[src/rtl/led_blink_multi.sv]
// Multi-channel LED driver (OFF/ON/BLINK/BURST) sharing one prescaled time base.
// Config and tick effects are visible one cycle after the edge; no backpressure.
module led_blink_multi #(
  parameter int N_CH     = 4,
  parameter int PRESCALE = 50000,
  parameter int HALF_W   = 8,
  parameter int CNT_W    = 8,
  localparam int CH_W    = (N_CH > 1) ? $clog2(N_CH) : 1
) (
  input  logic              clk,
  input  logic              rst,
  input  logic              cfg_we,
  input  logic [CH_W-1:0]   cfg_ch,
  input  logic [1:0]        cfg_mode,
  input  logic [HALF_W-1:0] cfg_half,
  input  logic [CNT_W-1:0]  cfg_count,
  output logic [N_CH-1:0]   led,
  output logic [N_CH-1:0]   burst_done,
  output logic              tick
);

  localparam int PC_W = (PRESCALE > 1) ? $clog2(PRESCALE) : 1;
  localparam logic [PC_W-1:0] PC_LAST = PC_W'(PRESCALE - 1);

  typedef enum logic [1:0] {
    ST_OFF   = 2'b00,
    ST_ON    = 2'b01,
    ST_BLINK = 2'b10,
    ST_BURST = 2'b11
  } state_t;

  logic [PC_W-1:0]   pc_q, pc_d;
  logic              tick_q, tick_d;
  state_t            st_q   [N_CH];
  state_t            st_d   [N_CH];
  logic [HALF_W-1:0] half_q [N_CH];
  logic [HALF_W-1:0] half_d [N_CH];
  logic [HALF_W-1:0] hc_q   [N_CH];
  logic [HALF_W-1:0] hc_d   [N_CH];
  logic [CNT_W-1:0]  rem_q  [N_CH];
  logic [CNT_W-1:0]  rem_d  [N_CH];
  logic [N_CH-1:0]   led_q, led_d;
  logic [N_CH-1:0]   done_q, done_d;

  always_comb begin
    pc_d   = (pc_q == PC_LAST) ? '0 : pc_q + 1'b1;
    tick_d = (pc_d == PC_LAST);
    led_d  = led_q;
    done_d = '0;
    for (int i = 0; i < N_CH; i++) begin
      st_d[i]   = st_q[i];
      half_d[i] = half_q[i];
      hc_d[i]   = hc_q[i];
      rem_d[i]  = rem_q[i];
      // A write to this channel takes precedence over a coincident tick.
      if (cfg_we && (cfg_ch == CH_W'(i))) begin
        half_d[i] = (cfg_half == '0) ? HALF_W'(1) : cfg_half;
        rem_d[i]  = cfg_count;
        hc_d[i]   = '0;
        case (cfg_mode)
          2'b00: begin st_d[i] = ST_OFF;   led_d[i] = 1'b0; end
          2'b01: begin st_d[i] = ST_ON;    led_d[i] = 1'b1; end
          2'b10: begin st_d[i] = ST_BLINK; led_d[i] = 1'b1; end
          default: begin
            if (cfg_count == '0) begin
              st_d[i]   = ST_OFF;
              led_d[i]  = 1'b0;
              done_d[i] = 1'b1;
            end else begin
              st_d[i]   = ST_BURST;
              led_d[i]  = 1'b1;
            end
          end
        endcase
      end else if (tick_q && (st_q[i] == ST_BLINK || st_q[i] == ST_BURST)) begin
        if (hc_q[i] == half_q[i] - 1'b1) begin
          hc_d[i]  = '0;
          led_d[i] = ~led_q[i];
          // Each falling edge of a burst consumes one flash.
          if (st_q[i] == ST_BURST && led_q[i]) begin
            rem_d[i] = rem_q[i] - 1'b1;
            if (rem_q[i] == CNT_W'(1)) begin
              st_d[i]   = ST_OFF;
              led_d[i]  = 1'b0;
              done_d[i] = 1'b1;
            end
          end
        end else begin
          hc_d[i] = hc_q[i] + 1'b1;
        end
      end
    end
  end

  always_ff @(posedge clk) begin
    if (rst) begin
      pc_q   <= '0;
      tick_q <= 1'b0;
      led_q  <= '0;
      done_q <= '0;
      for (int i = 0; i < N_CH; i++) begin
        st_q[i]   <= ST_OFF;
        half_q[i] <= HALF_W'(1);
        hc_q[i]   <= '0;
        rem_q[i]  <= '0;
      end
    end else begin
      pc_q   <= pc_d;
      tick_q <= tick_d;
      led_q  <= led_d;
      done_q <= done_d;
      for (int i = 0; i < N_CH; i++) begin
        st_q[i]   <= st_d[i];
        half_q[i] <= half_d[i];
        hc_q[i]   <= hc_d[i];
        rem_q[i]  <= rem_d[i];
      end
    end
  end

  assign led        = led_q;
  assign burst_done = done_q;
  assign tick       = tick_q;

endmodule

[config.mk]
export PLATFORM = sky130hd
export DESIGN_NAME = led_blink_multi
export DESIGN_NICKNAME = d
export VERILOG_FILES = /design/src/rtl/led_blink_multi.sv
export SDC_FILE = /design/constraint.sdc
export NUM_CORES = 1
export LEC_CHECK = 0
export ABC_AREA = 1
export CORE_UTILIZATION = 34
export CTS_BUF_LIST = sky130_fd_sc_hd__clkbuf_16
export CTS_CLUSTER_SIZE = 10
export DETAILED_ROUTE_END_ITERATION = 12
export PLACE_DENSITY_LB_ADDON = 0.2
export SKIP_CTS_REPAIR_TIMING = 1
export SYNTH_ARGS = -nofsm -noshare
export SYNTH_HDL_FRONTEND = slang
export SYNTH_SLANG_ARGS = --single-unit
[constraint.sdc]
create_clock -name clk -period 2.5 [get_ports clk]
set_input_delay 0.25 -clock clk [delete_from_list [all_inputs] [get_ports clk]]
set_output_delay 0.25 -clock clk [all_outputs]
set_load 0.005 [all_outputs]
; Word level (Yosys, flattened, before mapping)
; Memories as Yosys holds them, arrays and structs flattened.
; Index checks and enable logic that the tools add are counted.
[word_totals]
regBits = 25
mem_bits_rw = 104
wordCells = 220
memories = 4
[classes]
addsub = 13
n_eq_ne = 23
muxes = 119
n_bitwise = 20
reduce_logical = 34
[mem_list]
columns = memory, words, word_bits, rd, rd_ports_with_merged_regs, wr, line_no
row1 = half_q, 4, 8, 4, 0, 4, 36  ; logic [HALF_W-1:0] half_q [N_CH];
row2 = hc_q, 4, 8, 4, 0, 4, 38  ; logic [HALF_W-1:0] hc_q [N_CH];
row3 = rem_q, 4, 8, 4, 0, 4, 40  ; logic [CNT_W-1:0] rem_q [N_CH];
row4 = st_q, 4, 2, 4, 0, 4, 34  ; state_t st_q [N_CH];
[ops]
columns = cell, count
row1 = two-way mux 8 bit, 45
row2 = "subtractor 8 x 1 -> 8 bit, second input constant", 8
row3 = two-way mux 2 bit, 25
row4 = two-way mux 1 bit, 46
row5 = "adder 8 x 1 -> 8 bit, second input constant", 4
row6 = "equality test 16 bit, second input constant", 2
row7 = "equality test 8 x 1 -> 1 bit, second input constant", 4
row8 = equality test 8 bit, 4
row9 = "equality test 2 bit, second input constant", 11
row10 = "adder 16 x 1 -> 16 bit, second input constant", 1
row11 = logical NOT 8 bit, 2
row12 = two-way mux 16 bit, 1
row13 = OR 1 bit, 16
row14 = nonzero test 2 bit, 8
row15 = logical AND 1 bit, 12
row16 = AND reduction 2 bit, 4
row17 = one-hot mux 2 bit (3 select lines), 1
row18 = "equality test 2 x 1 -> 1 bit, second input constant", 2
row19 = logical NOT 2 bit, 2
row20 = logical OR 1 bit, 4
row21 = NOT 1 bit, 4
row22 = OR reduction 3 bit, 1
row23 = one-hot mux 1 bit (2 select lines), 1
row24 = OR reduction 2 bit, 1

; Longest topological paths before layout
; Gate-level depths: netlist (run 1).
[logic_depth]
word_depth = 7
ltp_mapped = 16
depth_no_buf = 16

; Least setup slack after synthesis (run 1)
; OpenSTA, ideal clock, no wires.
[synth_timing]
path_kind = register to register
startpoint = mem half_q[2][0]
endpoint = mem hc_q[2][2]
t_arrival_ns = 1.656
t_required_ns = 2.375
path_slack_ns = 0.719
stages_incl_launch_ff = 16
n_path_buf = 0
cell_sequence = dfxtp_1 > inv_2 > ha_1 > inv_1 > nand2_1 > nand2_1 > nor2_1 > nand3_1 > nor2_1 > nand2_1 > nor2_1 > nand2_2 > inv_2 > nand2_1 > nand2_1 > nor3b_1
[synth_lines]
columns = item, line_no
row1 = from (decl), 36
row2 = to (decl), 38

==> run_results.csv, run 1 <==
group,metric,value,unit
outcome,status,"finished clean",
synth,synth_top_family_by_area,"simple AND/OR/NAND/NOR gates",
global_routing,grt_max_degree,27,
synth,async_reset_ff_frac,0,
clock_network,ctsHtreeMaxLevel,4,
synth,synthTopCellsByArea,"dfxtp_1 34%, nand2_1 13%, nand3_1 8.1%, inv_1 7.5%, nor2_1 7.0%",
layout,nets,1251,
die,fp.dieW,151,µm
critical_path,critical_path.most_common_cell,"nand2_1",
synth,synth-adder-area-share,0.0330,
synth,postSynthAreaPerCell,6.52,µm²
synth,synth_compound_area_frac,0.111,
synth,synthSimpleGateAreaFrac,0.376,
layout,drive_gt1_frac,0.0649,
detailed_routing,drc,0,
sta,rsz0062_at_grt,"no",
synth,synth_area,7580,µm²
die,die_h,151,µm
sta,worst_hold_slack,0.254,ns
sta,finClkSkew,0.00970,ns
layout,fill_cells,2310,
synth,yosys.area_share.xor_xnor,0.0474,
critical_path,cp-start-kind,"flop",
synth,yosysSeqAreaShare,0.341,
sta,timing.slew.headroom,0.468,
die,rows,54,
clock_network,cts_tree,"built",
die,initial_core_util,0.347,
synth,synthMuxAreaShare,0,
sta,hold_viol_final,0,
layout,layout_common_cells,"270 x nand2_1, 154 x inv_1, 142 x nor2_1, 129 x dfxtp_1, 122 x nand3_1",
layout,final_area,8790,µm²
clock_network,clk_pin_slew,0.06,ns
synth,syn_nets,1205,
detailed_routing,detail-route-antenna-nets,0,
critical_path,critPathBufInv,2,
placement,gp_congestion,0.867,
clock_network,clockBufferDepth,2,
sta,max_clock_freq,0.457,GHz
synth,ys.flop_type,"dfxtp_1",
placement,dp_cells,1469,
placement,hpwl,15500,µm
synth,synthCells,1162,
min_path,min_path_type,"in2reg",
placement,placed_area,8260,µm²
critical_path,worstPathRequired,2.81,ns
layout,final_cells,1498,
global_routing,grt_pass1_vias,6625,
synth,ys_ff_latch,129,
critical_path,cpLargestDelayFamily,"simple AND/OR/NAND/NOR gates",
clock_network,numCtsBuffers,17,
clock_network,root_buffer,"clkbuf_16",
job,cap_violations,0,
sta,fin_crit,2.19,ns
clock_network,insertion_delay,0.42,ns
global_routing,grt.overflow.total,0,
layout,antennaDiodeCount,0,
layout,fin_util,0.403,
synth,synthDistinctLibCells,39,
detailed_routing,vias,7333,
critical_path,critPathMaxFanout,8,
synth,yosysTopAreaCell,"dfxtp_1",
sta,slew_viol_final,0,
critical_path,slowest_stage,"dfxtp_1",
sta,tns,0,ns
layout,syn_to_final_growth,16.0,%
power,power.leakage,3.83,nW
detailed_routing,dr.pass1.iters,5,
detailed_routing,drt_iter0_markers,560,
die,dieArea,22900,µm²
global_routing,grt_pass1_wl,32900,µm
critical_path,max_stage_delay,0.42,ns
sta,setup_viol,0,
die,coreArea,21800,µm²
critical_path,crit_chain,"inv_2 > ha_1 > inv_1 > nand2_1 > nand2_1 > nor2_1 > nand3_1 > nor2_1 > nand2_1 > nor2_1 > nand4_2 > nand2_1 > nand2_1 > nand2_1 > nor2_1",
detailed_routing,wl_per_cell,13.5,µm
clock_network,cts_num_sinks,129,
global_routing,antenna_found_initial,0,
critical_path,worstPathArrival,2.50,ns
synth,yosys_warnings,0,
synth,synth_edf_count,0,
layout,final_common_cell,"nand2_1",
die,num_io_pins,32,
detailed_routing,wl,20200,µm
power,ir_drop,0.367,mV
global_routing,grt_usage,0.184,
detailed_routing,vias_per_cell,4.90,
synth,synth_top_area_share,0.341,
sta,tightest_slew,0.787,ns
critical_path,path_class,"reg2reg",
sta,finalCritPeriodShare,0.875,
critical_path,worstSetupEndpointType,"flop",
power,powerDensity,585,nW/µm²
placement,port_buffers,31,
synthesized netlist by cell type, types with 2 or more instances:
| cell type | instances |
|---|---|
| inv_2 | 14 |
| nand4_2 | 2 |
| nand2_1 | 270 |
| clkbuf_1 | 14 |
| nand4_4 | 2 |
| nor3_2 | 3 |
| dfxtp_1 | 129 |
| nor2_1 | 142 |
| clkinv_1 | 4 |
| inv_1 | 152 |
| nor4_2 | 2 |
| a21oi_1 | 53 |
| nand2_4 | 2 |
| ha_1 | 20 |
| nand2_2 | 5 |
| o22ai_1 | 26 |
| nor2_2 | 7 |
| o21ai_0 | 62 |
| xor2_1 | 31 |
| nand4_1 | 27 |
| nor3b_1 | 9 |
| o21bai_1 | 3 |
| nand3b_1 | 4 |
| nor4_1 | 6 |
| xnor2_1 | 10 |
| nor3_1 | 23 |
| nand3_1 | 122 |
| o21ai_1 | 7 |
power breakdown:
part	internal [W]	switching (W)
sequential	0.00211	0.0000486
combinational	0.000241	0.000435
clock	0.00142	0.000891
registers in the layout, indices dropped and copies added (netlist names):
register,flops
half_q,32
hc_q,32
rem_q,32
pc_q,16
st_q,8
burst_done,4
led,4
tick,1
cells by family (layout without fill, tap and decap cells):
kind of cell / Yosys count / in the layout
AO/OA/AOI/OAI: 155 / 155
XOR/XNOR: 41 / 41
adder cells (fa/ha/maj): 20 / 20
buffers and inverters: 186 / 242
flip-flops: 129 / 129
AND/OR/NAND/NOR: 631 / 631
stage by stage:
| step | setup WS, ns | power, W |
|---|---|---|
| 5_1_grt | 0.0495 | 0.00538 |
| 4_1_cts | 0.313 | 0.00519 |
| 3_5_place_dp | 0.250 | 0.00287 |
| 2_1_floorplan | 0.719 | 0.00266 |
| 3_3_place_gp | 0.334 | 0.00287 |
| 6_report | 0.312 | 0.00514 |
cell type report:
type                    count  area, µm²  share of cell area
multi-input cells         847       4290               0.489
flip-flops and latches    129       2580               0.294
inverters                 170        638              0.0726
clock buffers              17        425              0.0484
repair buffers             43        395              0.0450
well taps                 280        350              0.0399
clock inverters            12        104              0.0118
path summary, 6_finish.rpt:
| kind | startpoint | endpoint | slack, ns | depth (start not counted) |
|---|---|---|---|---|
| worst max-delay path | half_q[3][0] | rem_q[3][3] | 0.31 | 15 |
| worst min-delay path | rst | pc_q[2] | 0.25 | 4 |
| worst max register to register | half_q[3][0] | rem_q[3][3] | 0.31 | 15 |
| worst min register to register | pc_q[0] | pc_q[0] | 0.46 | 1 |
worst reg2reg max path: stages (launching register included):
cell and delay [ns]:
dfxtp_1 0.42, inv_2 0.09, ha_1 0.30, inv_1 0.04, nand2_1 0.05, nand2_1 0.05, nor2_1 0.12, nand3_1 0.09
nor2_1 0.09, nand2_1 0.05, nor2_1 0.19, nand4_2 0.28, nand2_1 0.17, nand2_1 0.06, nand2_1 0.05, nor2_1 0.03
layer usage:
| layer | vias up | share of wire | global-route usage |
|---|---|---|---|
| met1 | 3289 | 0.51 | 0.256 |
| met5 | - | 0 | 0 |
| met3 | 30 | 0.040 | 0.0331 |
| met4 | 0 | 0.015 | 0.0610 |
| met2 | 139 | 0.44 | 0.284 |
| li1 | 3875 | - | - |
(Power assumes the default switching activity.)
==> run 2, diff against run 1 <==
ABC_CLOCK_PERIOD_IN_PS = 2500   (was unset)
==> results of run 2 <==
Final layout, timing and power as in run 1 (identical DEF).
